**config.mk**
```make
export PLATFORM = sky130hd
export DESIGN_NAME = fetch_stage_flat
export DESIGN_NICKNAME = d
export VERILOG_FILES = /design/src/rtl/fetch_if.sv /design/src/rtl/fetch_stage.sv /design/src/flat_wrapper.sv
export SDC_FILE = /design/constraint.sdc
export NUM_CORES = 1
export LEC_CHECK = 0
export CAP_MARGIN = 30
export CORE_ASPECT_RATIO = 0.75
export CORE_UTILIZATION = 25
export DETAILED_ROUTE_END_ITERATION = 6
export HOLD_SLACK_MARGIN = 0.12
export PLACE_DENSITY = 0.59
export SKIP_LAST_GASP = 1
export SLEW_MARGIN = 0
export SYNTH_ARGS = -nofsm -noshare
export SYNTH_HDL_FRONTEND = slang
export SYNTH_SLANG_ARGS = --single-unit
```
**constraint.sdc**
```tcl
create_clock -name clk -period 5.1 [get_ports clk]
set_input_delay 1.275 -clock clk [delete_from_list [all_inputs] [get_ports clk]]
set_output_delay 1.275 -clock clk [all_outputs]
set_load 0.02 [all_outputs]
```
**src/rtl/fetch_if.sv**
```systemverilog
// fetch_if: control, IMEM and IF/ID signals of the fetch stage
interface fetch_if #(parameter int ADDR_W = 8);
  logic              stall;
  logic              redirect_valid;
  logic [ADDR_W-1:0] redirect_pc;
  logic [ADDR_W-3:0] imem_addr;
  logic              imem_en;
  logic [31:0]       imem_rdata;
  logic              id_valid;
  logic [ADDR_W-1:0] id_pc;
  logic [31:0]       id_inst;
  logic [10:0]       id_opcode;
  logic [4:0]        id_rm;
  logic [4:0]        id_rn;
  logic [4:0]        id_rd;
  logic [8:0]        id_dt_addr;
  logic [15:0]       fetch_count;
  modport master (
    output stall, redirect_valid, redirect_pc, imem_rdata,
    input  imem_addr, imem_en, id_valid, id_pc, id_inst, id_opcode, id_rm, id_rn, id_rd, id_dt_addr, fetch_count
  );
  modport slave (
    input  stall, redirect_valid, redirect_pc, imem_rdata,
    output imem_addr, imem_en, id_valid, id_pc, id_inst, id_opcode, id_rm, id_rn, id_rd, id_dt_addr, fetch_count
  );
endinterface

```
**src/rtl/fetch_stage.sv**
```systemverilog
// fetch_stage: PC, synchronous IMEM request and IF/ID register with field split
module fetch_stage #(
  parameter int ADDR_W   = 8,
  parameter int RESET_PC = 0
) (
  input  logic   clk,
  input  logic   rst,
  fetch_if.slave bus
);
  logic [ADDR_W-1:0] pc_q, pc_d, req_pc_q, req_pc_d, id_pc_q, id_pc_d;
  logic              req_valid_q, req_valid_d, id_valid_q, id_valid_d;
  logic [31:0]       id_inst_q, id_inst_d;
  logic [15:0]       cnt_q, cnt_d;
  logic              adv;
  // next state: redirect beats stall, stall freezes everything, otherwise advance
  always_comb begin
    adv         = !bus.stall && !bus.redirect_valid;
    pc_d        = bus.redirect_valid ? bus.redirect_pc : adv ? pc_q + ADDR_W'(4) : pc_q;
    req_pc_d    = adv ? pc_q : req_pc_q;
    req_valid_d = bus.redirect_valid ? 1'b0 : adv ? 1'b1 : req_valid_q;
    id_valid_d  = bus.redirect_valid ? 1'b0 : adv ? req_valid_q : id_valid_q;
    id_pc_d     = adv ? req_pc_q : id_pc_q;
    id_inst_d   = adv ? bus.imem_rdata : id_inst_q;
    cnt_d       = cnt_q + 16'(adv && req_valid_q);
  end
  // state registers with synchronous reset
  always_ff @(posedge clk) begin
    if (rst) begin
      pc_q        <= ADDR_W'(RESET_PC);
      req_pc_q    <= '0;
      req_valid_q <= 1'b0;
      id_valid_q  <= 1'b0;
      id_pc_q     <= '0;
      id_inst_q   <= '0;
      cnt_q       <= '0;
    end else begin
      pc_q        <= pc_d;
      req_pc_q    <= req_pc_d;
      req_valid_q <= req_valid_d;
      id_valid_q  <= id_valid_d;
      id_pc_q     <= id_pc_d;
      id_inst_q   <= id_inst_d;
      cnt_q       <= cnt_d;
    end
  end
  // IMEM is only read when the request register will capture the result
  assign bus.imem_addr   = pc_q[ADDR_W-1:2];
  assign bus.imem_en     = !bus.stall || bus.redirect_valid;
  assign bus.id_valid    = id_valid_q;
  assign bus.id_pc       = id_pc_q;
  assign bus.id_inst     = id_inst_q;
  assign bus.fetch_count = cnt_q;
  // bubbles decode as all-zero fields
  assign bus.id_opcode   = id_valid_q ? id_inst_q[31:21] : '0;
  assign bus.id_rm       = id_valid_q ? id_inst_q[20:16] : '0;
  assign bus.id_rn       = id_valid_q ? id_inst_q[9:5]   : '0;
  assign bus.id_rd       = id_valid_q ? id_inst_q[4:0]   : '0;
  assign bus.id_dt_addr  = id_valid_q ? id_inst_q[20:12] : '0;
endmodule

```
**src/flat_wrapper.sv**
```systemverilog
// flat-port wrapper written by rule: the top's interface ports become plain ports
module fetch_stage_flat 
#(
  parameter int ADDR_W   = 8,
  parameter int RESET_PC = 0
)
  (clk, rst, bus_stall, bus_redirect_valid, bus_redirect_pc, bus_imem_rdata, bus_imem_addr, bus_imem_en, bus_id_valid, bus_id_pc, bus_id_inst, bus_id_opcode, bus_id_rm, bus_id_rn, bus_id_rd, bus_id_dt_addr, bus_fetch_count);
  fetch_if #(.ADDR_W(ADDR_W)) bus_i ();
  input  logic clk;
  input  logic rst;
  input wire logic [$bits(bus_i.stall)-1:0] bus_stall;
  input wire logic [$bits(bus_i.redirect_valid)-1:0] bus_redirect_valid;
  input wire logic [$bits(bus_i.redirect_pc)-1:0] bus_redirect_pc;
  input wire logic [$bits(bus_i.imem_rdata)-1:0] bus_imem_rdata;
  output wire logic [$bits(bus_i.imem_addr)-1:0] bus_imem_addr;
  output wire logic [$bits(bus_i.imem_en)-1:0] bus_imem_en;
  output wire logic [$bits(bus_i.id_valid)-1:0] bus_id_valid;
  output wire logic [$bits(bus_i.id_pc)-1:0] bus_id_pc;
  output wire logic [$bits(bus_i.id_inst)-1:0] bus_id_inst;
  output wire logic [$bits(bus_i.id_opcode)-1:0] bus_id_opcode;
  output wire logic [$bits(bus_i.id_rm)-1:0] bus_id_rm;
  output wire logic [$bits(bus_i.id_rn)-1:0] bus_id_rn;
  output wire logic [$bits(bus_i.id_rd)-1:0] bus_id_rd;
  output wire logic [$bits(bus_i.id_dt_addr)-1:0] bus_id_dt_addr;
  output wire logic [$bits(bus_i.fetch_count)-1:0] bus_fetch_count;
  assign bus_i.stall = bus_stall;
  assign bus_i.redirect_valid = bus_redirect_valid;
  assign bus_i.redirect_pc = bus_redirect_pc;
  assign bus_i.imem_rdata = bus_imem_rdata;
  assign bus_imem_addr = bus_i.imem_addr;
  assign bus_imem_en = bus_i.imem_en;
  assign bus_id_valid = bus_i.id_valid;
  assign bus_id_pc = bus_i.id_pc;
  assign bus_id_inst = bus_i.id_inst;
  assign bus_id_opcode = bus_i.id_opcode;
  assign bus_id_rm = bus_i.id_rm;
  assign bus_id_rn = bus_i.id_rn;
  assign bus_id_rd = bus_i.id_rd;
  assign bus_id_dt_addr = bus_i.id_dt_addr;
  assign bus_fetch_count = bus_i.fetch_count;
  fetch_stage #(.ADDR_W(ADDR_W), .RESET_PC(RESET_PC)) u_core (.clk(clk), .rst(rst), .bus(bus_i));
endmodule
```
==> results.md, run 1 <==
* Status: complete, no violations
* WS Path Type: in2out
* Largest net degree at the start of global routing at 54
* Reg2Reg Setup Slack at 3.28 ns
* I/O pin total at ~140
* Post-CTS Repair Setup Buffers at 0
* Setup TNS at 0 ns
* PwrDens at roughly 270 nW/um^2
* TritonCTS Sinks at between 70 and 80
* Depth of the CTS H-tree at 3
* CP max FO at 13
* Antenna Nets Post-Route at 0
* WL per Instance at between 10 and 15 um
* CTS max path bufs at 2
* Final nets at between 500 and 600
* Crit-path slowest cell: clkdlybuf4s50_1
* Area growth syn-to-layout at 56.33%
* Clock Tree Root: clkbuf_16
* Reg clk slew, reported paths at roughly 0.060 ns
* Hold endpoint: u_core.bus.id_pc[5]$_SDFFE_PP0N_
* # rows at 34
* DRC Markers at 0
* First-pass GRT wire length at roughly 14000 um
* Fin crit period at ~4.0 ns
* Worst-Skew Late Latency at roughly 0.33 ns
* Dpl hpwl at 6070 um
* Register area share after synthesis at a little under half
* Internal at approximately 1000 uW
* Synth Instances at between 300 and 400
* Crit path arrival time at about 2.8 ns
* Top cells by area, synth: dfxtp_1 48%, nand2_1 13%, a21oi_1 8.7%
* RSZ-0062 raised after global routing: no
* Crit-path cells: clkdlybuf4s50_1 > buf_4 > inv_1 > nand2_1 > clkdlybuf4s50_1
* Layout cells sized above 1 at ~4.9%
* Worst-case reg-to-reg path depth at 8
* Warnings from Yosys at 0
* CP required at 3.83 ns
* Skew final at between 0.006 and 0.007 ns
* Final Hold Viols at 0
* Iter 0 DRT Violations at roughly 120
* Sw Pwr at about 310 uW
* Via-to-Cell Ratio at between 4 and 5
* Netlist cell types at 26
* Slew headroom at between 30% and 40%
* First-pass iteration count of the detailed router at 4
* Clk pwr share at between 40% and 50%
* Worst-margin pin slew at 0.9075 ns
* Diode count at 0
* Top cell type's share of synthesized area at a little under half
* CTS buffer count at 9
* Grt ovf at 0
* CP Launch Type: input port
* Worst hold start: u_core.req_pc_q[5]$_SDFFE_PP0N_
* Non-Filler Instances at 673
* Initial Util at 26.14%
* # resized after CTS at 0
* Placed Cells at approximately 660
* Die ar. at about 13000 sq um
* Gpl congestion at between 0.8 and 0.9
* Core Box Area at around 12000 sq um
* Seq pwr share at 46.8%
* Reg2reg end: u_core.bus.fetch_count[14]$_SDFF_PP0_
* Worst hold margin at between 0.4 and 0.5 ns
* FF+latch count, synth at 74
* Hold path depth at 2
* Logic gate share of total power at between 10% and 20%
* FF-to-FF Start: u_core.req_valid_q$_SDFFE_PP0N_
* Syn avg cell area at 8.051 sq um
* Initial antenna violation count at 0
* Max cap viols at 0
* Slew Limit Fails at 0
* Leak at roughly 1.7 nW
* Setup ws final at approximately 1.1 ns
* Mapped Area at 3092 sq um
* Worst min path class: reg2reg
* Hold_buf cts at 0
* Vias in the first global route at roughly 2700
* Die width at between 100 and 150 um
* Final period util at slightly below 80%
* Chip height at about 98 um
* Vias at ~2900
* Gr usage total at ~14%
* CP endpoint kind: primary output
* Crit-path most repeated cell: clkdlybuf4s50_1
* Setup Viol. Count Final at 0
* Synth area leader: dfxtp_1
* Switching share of power at 23.92%
* Syn nets at ~430
* Max incr delay on CP at ~0.60 ns
* VDD IR max at between 0.1 and 0.15 mV
* Fmax at roughly 250 MHz
* Drt total wl at 8659 um
* PortBufs at 142
* TritonCTS clock tree: done
* Worst slack, placed at 1.073 ns
* Fin util at roughly 40%
## sequential cells by signal, indices dropped and copies added (netlist names)
signal and cells:
u_core.req_valid_q 1, u_core.pc_q 8, u_core.bus.fetch_count 16, u_core.bus.id_pc 8, u_core.bus.id_valid 1, u_core.bus.id_inst 32
u_core.req_pc_q 8
## cells in the final DEF, fill, tap and decap left out, drive strengths merged, types with 3 or more instances in the layout
cell / count
inv: 6
buf: 6
xnor2: 15
nor2: 22
nor4: 3
clkbuf: 12
nand3: 7
mux2i: 4
a21oi: 54
nor3: 6
clkdlybuf4s50: 141
dfxtp: 74
ha: 3
nand2: 109
and2: 30
xor2: 3
## power by group through the flow
stage               combinational, mW  clock [mW]  sequential, mW
floorplan                      0.0573           0           0.636
finish                          0.144       0.553           0.612
detailed placement              0.146           0           0.625
global route                    0.157       0.599           0.615
CTS                             0.146       0.574           0.612
global placement                0.142           0           0.624
## how the worst max path moves through the flow
stage                                  start                                     to  slack, ns  cells past startpoint
after floorplan                    bus_stall  u_core.bus.fetch_count[14]$_SDFF_PP0_       1.91                     11
after global placement    bus_redirect_valid                            bus_imem_en       1.07                      5
after detailed placement  bus_redirect_valid                            bus_imem_en       1.07                      5
after CTS                 bus_redirect_valid                            bus_imem_en       1.06                      5
after global routing      bus_redirect_valid                            bus_imem_en       0.99                      5
final                     bus_redirect_valid                            bus_imem_en       1.05                      5
## cell type report
cell class,count,area [sq um]
fill,1214,6993
multi-input combinational,269,1406
tap,162,202.7
sequential,74,1481
clock inverter,3,17.52
inverter,6,22.52
clock buffer,12,236.5
timing repair buffer,147,1466
## logic make-up (layout without fill, tap and decap cells)
logic type,Yosys count,in the layout,synth area share [%]
AND/OR/NAND/NOR,187,187,28.17
AO/OA/AOI/OAI,57,57,9.470
multiplexers,4,4,1.295
buffers and inverters,41,168,6.839
adder cells (fa/ha/maj),3,3,1.214
flip-flops,74,74,47.92
XOR/XNOR,18,18,5.099
## per-stage QoR
step / power, mW / area, sq um
2_1_floorplan: 0.6930 / 3092
3_3_place_gp: 0.7662 / 4559
3_5_place_dp: 0.7705 / 4579
4_1_cts: 1.333 / 4833
5_1_grt: 1.370 / 4833
6_report: 1.309 / 4833
## metal layers
metal | global-route usage [%] | part of all wire [%]
met2 | 22.59 | 46
met1 | 17.64 | 47
met3 | 3.726 | 5.7
met4 | 4.509 | 1.1
met5 | 0 | 0
## synth_stat cells
cell	instances
nand2_1	109
dfxtp_1	74
a21oi_1	54
and2_1	30
nor2_1	22
xnor2_1	15
buf_4	13
clkbuf_1	13
buf_2	7
nand3_1	7
inv_1	6
nor3_1	6
mux2i_1	4
ha_1	3
nor4_2	3
xor2_1	3
a211oi_1	2
and3_1	2
buf_1	2
nand4b_1	2
nor2b_1	2
a21o_1	1
nand2b_1	1
nand4_2	1
nand4_4	1
or2_1	1
## critical path, delay by kind of cell
family / cells / cell delay (ns)
and+or+nand+nor: 1 / 0.10
buffers and inverters: 4 / 1.39
Note: power is estimated with default switching activity, not from simulation.
==> inputs of run 2 (changes only) <==
PLACE_DENSITY = 0.61   (was 0.59)
clock period = 3.51 ns   (was 5.1 ns; I/O delays follow)
==> run 2 against run 1 <==
  * Sequential cell count unchanged
  * Final area up 0.60%
  * Combinational power up 48%
  * Total power up 47%
  * Non-clock buffer count up 3
  * Critical path depth down 2
  * Global-route usage up 0.19 points
  * Worst hold slack better by 0.0023 ns
==> results.md, run 2 (synthesized netlist as in run 1, its figures left out) <==
* Switching share of power at 23.76% (-0.16 points)
* Gr usage total at 14.04% (+0.19 points)
* I/O pin total at 143 (unchanged)
* Reg clk slew, reported paths at 0.05 ns (about the same)
* Worst-margin pin slew at 0.5499 ns (-0.3577 ns)
* CP max FO at 8 (-5)
* Final nets at 557 (+0.54%)
* Core Box Area at 11830 sq um (unchanged)
* Worst-Skew Late Latency at 0.33 ns (about the same)
* Diode count at 0 (unchanged)
* Depth of the CTS H-tree at 3 (unchanged)
* Chip height at 98.31 um (unchanged)
* Final Hold Viols at 0 (unchanged)
* Area growth syn-to-layout at 57.26%
* CP endpoint kind: primary output
* Worst hold margin at 0.4538 ns (+0.002337 ns)
* TritonCTS Sinks at 74 (unchanged)
* Final period util at between 80 and 90%
* Setup TNS at 0 ns (unchanged)
* Max FFs per register at 32 (unchanged)
* PwrDens at 394.7 nW/um^2 (+46%)
* Skew final at 0.002798 ns (-0.003916 ns)
* Setup Viol. Count Final at 0 (unchanged)
* Leak at 1.723 nW (+1.2%)
* Initial Util at 26.14% (unchanged)
* Commonest non-fill, non-tap cell in the layout: clkdlybuf4s50_1
* Via-to-Cell Ratio at 4.276 (+0.61%)
* Max incr delay on CP at 0.61 ns (about the same)
* CP required at 2.63 ns (-1.20 ns)
* Crit-path most repeated cell: clkdlybuf4s50_1
* Initial antenna violation count at 0 (unchanged)
* CTS max path bufs at 2 (unchanged)
* Layout cells sized above 1 at 5.653% (+0.76 points)
* TritonCTS clock tree: done
* Internal at 1.463 mW (+47%)
* Iter 0 DRT Violations at 110 (-5.2%)
* Post-CTS Repair Setup Buffers at 0 (unchanged)
* Worst min path class: reg2reg
* Largest net degree at the start of global routing at 49 (-9.3%)
* Drt total wl at 8880 um (+2.6%)
* Clk pwr share at 42.6% (+0.4 points)
* Logic gate share of total power at 11.1% (about the same)
* Hold_buf cts at 0 (unchanged)
* First-pass iteration count of the detailed router at 4 (unchanged)
* Gpl congestion at 0.7953 (-3.5%)
* Dpl hpwl at 6210 um (+2.3%)
* Max cap viols at 0 (unchanged)
* Vias at 2886 (+0.91%)
* First-pass GRT wire length at 13720 um (-0.25%)
* RSZ-0062 raised after global routing: no
* Crit path arrival time at 2.18 ns (-0.59 ns)
* Clock Tree Root: clkbuf_16
* CP Launch Type: input port
* Vias in the first global route at 2681 (-2.2%)
* Grt ovf at 0 (unchanged)
* DRC Markers at 0 (unchanged)
* Fin crit period at just over 3 ns
* WL per Instance at 13.16 um (+2.2%)
* WS Path Type: in2out
* Fmax at between 300 and 400 MHz
* Seq pwr share at 46.3% (-0.5 points)
* # rows at 34 (unchanged)
* PortBufs at 142 (unchanged)
* Die width at 130.4 um (unchanged)
* Sw Pwr at 455.9 uW (+46%)
* # resized after CTS at 0 (unchanged)
* Slew Limit Fails at 0 (unchanged)
* Antenna Nets Post-Route at 0 (unchanged)
* Die ar. at 12820 sq um (unchanged)
* Most frequent cells in the layout: 141 x clkdlybuf4s50_1, 109 x nand2_1, 74 x dfxtp_1
* Slew headroom at 63.34% (+24 points)
* Crit-path slowest cell: clkdlybuf4s50_1
* Reg2Reg Setup Slack at 1.77 ns (-1.51 ns)
* VDD IR max at 0.2449 mV (+76%)
* CTS buffer count at 9 (unchanged)
* Crit-path cells: clkdlybuf4s50_1 > nand2_1 > clkdlybuf4s50_1
* Status: complete, no violations
[run 2: worst paths after layout]
check | from | to | depth (start not counted)
worst max-delay path | bus_stall | bus_imem_en | 3
worst min-delay path | u_core.req_pc_q[5]$_SDFFE_PP0N_ | u_core.bus.id_pc[5]$_SDFFE_PP0N_ | 2
worst max register to register | u_core.req_valid_q$_SDFFE_PP0N_ | u_core.bus.fetch_count[14]$_SDFF_PP0_ | 8
worst min register to register | u_core.req_pc_q[5]$_SDFFE_PP0N_ | u_core.bus.id_pc[5]$_SDFFE_PP0N_ | 2
[run 2: routing by layer]
layer	vias to the layer above	track usage [%]	share of wire, %
met1	1321	17.85	47
met3	5	4.274	6.0
met2	93	22.30	46
met5	-	0	0
met4	0	5.128	1.0
li1	1467	-	-
[run 2: stage by stage]
| stage | util [%] | instances | setup WS [ns] | instance area, sq um | power, mW |
|---|---|---|---|---|---|
| after floorplan | - | 384 | 0.7198 | 3092 | 1.007 |
| after global placement | 38.91 | 661 | 0.3785 | 4602 | 1.118 |
| after detailed placement | 38.91 | 661 | 0.3366 | 4602 | 1.121 |
| after CTS | 41.11 | 675 | 0.4647 | 4862 | 1.956 |
| after global routing | 41.11 | 675 | 0.3947 | 4862 | 2.009 |
| final | 41.11 | 675 | 0.4479 | 4862 | 1.919 |
[run 2: area by class of cell]
type,count,area [sq um]
Clock buffer,11,242.7
Inverter,6,22.52
Multi-Input combinational cell,269,1406
Timing Repair Buffer,150,1489
Clock inverter,3,17.52
Fill cell,1220,6964
Sequential cell,74,1481
Tap cell,162,202.7
[run 2: power groups by stage]
stage	combinational (mW)	clock (mW)	sequential, mW
CTS	0.215	0.852	0.889
global route	0.231	0.885	0.893
finish	0.213	0.817	0.889
floorplan	0.0832	0	0.924
detailed placement	0.214	0	0.907
global placement	0.213	0	0.906
[run 2: critical path, delay by kind of cell]
family | cells | cell delay (ns)
and+or+nand+nor | 1 | 0.13
buffers and inverters | 2 | 1.18
==> inputs of run 3 (changes only) <==
CORE_UTILIZATION = 30   (was 25)
PLACE_DENSITY = 0.7   (was 0.61)
==> run 3 against run 2 <==
  * Sequential cell count did not move
  * Final area rose by 0.67%
  * Via count rose by 1.0%
  * Worst hold slack got worse by 0.0052 ns
  * Non-clock buffer count did not move
  * Clock-buffer cell count rose by 1
  * Maximum frequency fell by 5.5%
  * Total power rose by 9.2%
  * First-iteration DRC count rose by 12%
  * Setup slack got worse by 0.18 ns
  * Global-route usage rose by 2.5 points
  * Critical endpoint unchanged
  * Largest power group is now clock
==> results.md, run 3 (synthesized netlist as in run 1, its figures left out) <==
* Setup Viol. Count Final at 0 (unchanged)
* Fin crit period at 3.242 ns (+0.1799 ns)
* First-pass iteration count of the detailed router at 4 (unchanged)
* Dpl hpwl at 5973 um (-3.8%)
* VDD IR max at 0.2390 mV (-2.4%)
* Slew Limit Fails at 0 (unchanged)
* CTS buffer count at 9 (unchanged)
* Crit path arrival time at 2.36 ns (+0.18 ns)
* # resized after CTS at 0 (unchanged)
* Logic gate share of total power at 10.1% (-1.0 points)
* Max cap viols at 0 (unchanged)
* Worst min path class: reg2reg
* Fillers at 946 (-22%)
* PwrDens at 428.1 nW/um^2 (+8.4%)
* Gpl congestion at 0.7902 (-0.64%)
* RSZ-0062 raised after global routing: no
* Worst slack, placed at 0.2664 ns (-0.07017 ns)
* Leak at 1.759 nW (+2.1%)
* Final nets at 557 (unchanged)
* WL per Instance at 12.83 um (-2.5%)
* Setup ws final at 0.2681 ns (-0.1799 ns)
* Internal at 1.637 mW (+12%)
* Via-to-Cell Ratio at 4.505 (+5.4%)
* Worst-Skew Late Latency at 0.33 ns (about the same)
* Fin util at 49.68% (+8.6 points)
* Final Hold Viols at 0 (unchanged)
* Vias at 2915 (+1.0%)
* Iter 0 DRT Violations at 123 (+12%)
* TritonCTS clock tree: done
* Clock Tree Root: clkbuf_16
* Chip height at 89.92 um (-8.5%)
* Setup TNS at 0 ns (unchanged)
* Status: complete, no violations
* Seq pwr share at 42.4% (-3.9 points)
* Antenna Nets Post-Route at 0 (unchanged)
* CP Launch Type: input port
* CP required at 2.63 ns (about the same)
* WS Path Type: in2out
* Grt ovf at 0 (unchanged)
* Depth of the CTS H-tree at 3 (unchanged)
* Layout cells sized above 1 at 6.019% (+0.37 points)
* DRC Markers at 0 (unchanged)
* TritonCTS Sinks at 74 (unchanged)
* Commonest non-fill, non-tap cell in the layout: clkdlybuf4s50_1
* Hold_buf cts at 0 (unchanged)
* # rows at 31 (-8.8%)
* Fmax at 308.5 MHz (-5.5%)
* Sw Pwr at 457.8 uW (+0.41%)
* Largest net degree at the start of global routing at 49 (unchanged)
* Switching share of power at 21.85% (-1.9 points)
* Skew final at 0.005568 ns (+0.002770 ns)
* Worst-margin pin slew at 0.6593 ns (+0.1094 ns)
* First-pass GRT wire length at 14120 um (+2.9%)
* PortBufs at 142 (unchanged)
* Initial Util at 31.38% (+5.2 points)
* Final period util at 92.36% (+5.1 points)
* Slew headroom at 56.05% (-7.3 points)
* Clk pwr share at 47.5% (+4.9 points)
* CTS max path bufs at 2 (unchanged)
* Initial antenna violation count at 0 (unchanged)
* Die ar. at 10720 sq um (-16%)
* Max FFs per register at 32 (unchanged)
* Core Box Area at 9852 sq um (-17%)
* Gr usage total at 16.52% (+2.5 points)
* Most frequent cells in the layout: 141 x clkdlybuf4s50_1, 109 x nand2_1, 74 x dfxtp_1
* Diode count at 0 (unchanged)
* Drt total wl at 8298 um (-6.6%)
* Vias in the first global route at 2883 (+7.5%)
* Area growth syn-to-layout at 58.32%
* Die width at 119.2 um (-8.6%)
* CP endpoint kind: primary output
* I/O pin total at 143 (unchanged)
* CP max FO at 7 (-1)
* Post-CTS Repair Setup Buffers at 0 (unchanged)
* Reg clk slew, reported paths at 0.05 ns (about the same)
run 3: cell count changes in the layout (fill, tap and decap cells not counted), sizes merged:
cell and delta:
bufinv +2, clkbuf +1, clkinvlp -1
run 3: worst paths after layout:
| check | startpoint | to | slack, ns | cells after the start |
|---|---|---|---|---|
| worst max register to register | u_core.req_valid_q$_SDFFE_PP0N_ | u_core.bus.fetch_count[14]$_SDFF_PP0_ | 1.81 | 8 |
| worst max-delay path | bus_redirect_valid | bus_imem_en | 0.27 | 4 |
| worst min-delay path | u_core.req_pc_q[2]$_SDFFE_PP0N_ | u_core.bus.id_pc[2]$_SDFFE_PP0N_ | 0.45 | 2 |
| worst min register to register | u_core.req_pc_q[2]$_SDFFE_PP0N_ | u_core.bus.id_pc[2]$_SDFFE_PP0N_ | 0.45 | 2 |
run 3: final cells by class:
| type | instances | area, sq um | area share [%] |
|---|---|---|---|
| clock inverter | 4 | 73.82 | 1.508 |
| inverter | 6 | 22.52 | 0.4601 |
| multi-input combinational | 269 | 1406 | 28.73 |
| tap | 132 | 165.2 | 3.374 |
| clock buffer | 12 | 256.5 | 5.240 |
| timing repair buffer | 150 | 1489 | 30.42 |
| sequential | 74 | 1481 | 30.27 |
run 3: power by group through the flow:
stage          combinational, mW  sequential (mW)  clock (mW)
6_report                   0.211            0.889       0.995
5_1_grt                    0.231            0.892        1.06
4_1_cts                    0.214            0.889        1.02
3_5_place_dp               0.213            0.907           0
3_3_place_gp               0.210            0.906           0
2_1_floorplan             0.0832            0.924           0
run 3: worst max-delay path: stages:
cell and delay (ns):
clkdlybuf4s50_1 0.59, inv_1 0.16, nand2_1 0.11, clkdlybuf4s50_1 0.63
run 3: per-stage QoR:
step / cell area, sq um / cells / total power, mW / hold slack [ns]
after detailed placement: 4564 / 631 / 1.120 / 0.4469
after floorplan: 3092 / 384 / 1.007 / 0.4312
after CTS: 4895 / 647 / 2.126 / 0.4513
after global routing: 4895 / 647 / 2.179 / 0.4700
after global placement: 4564 / 631 / 1.116 / 0.4372
final: 4895 / 647 / 2.095 / 0.4486
run 3: routing by layer:
layer / wire length (um) / share of wire (%) / global-route usage (%)
met5: 0 / 0 / 0
met1: 3845 / 46 / 20.69
met4: 139 / 1.7 / 6.118
met3: 387 / 4.7 / 4.061
met2: 3926 / 47 / 27.37
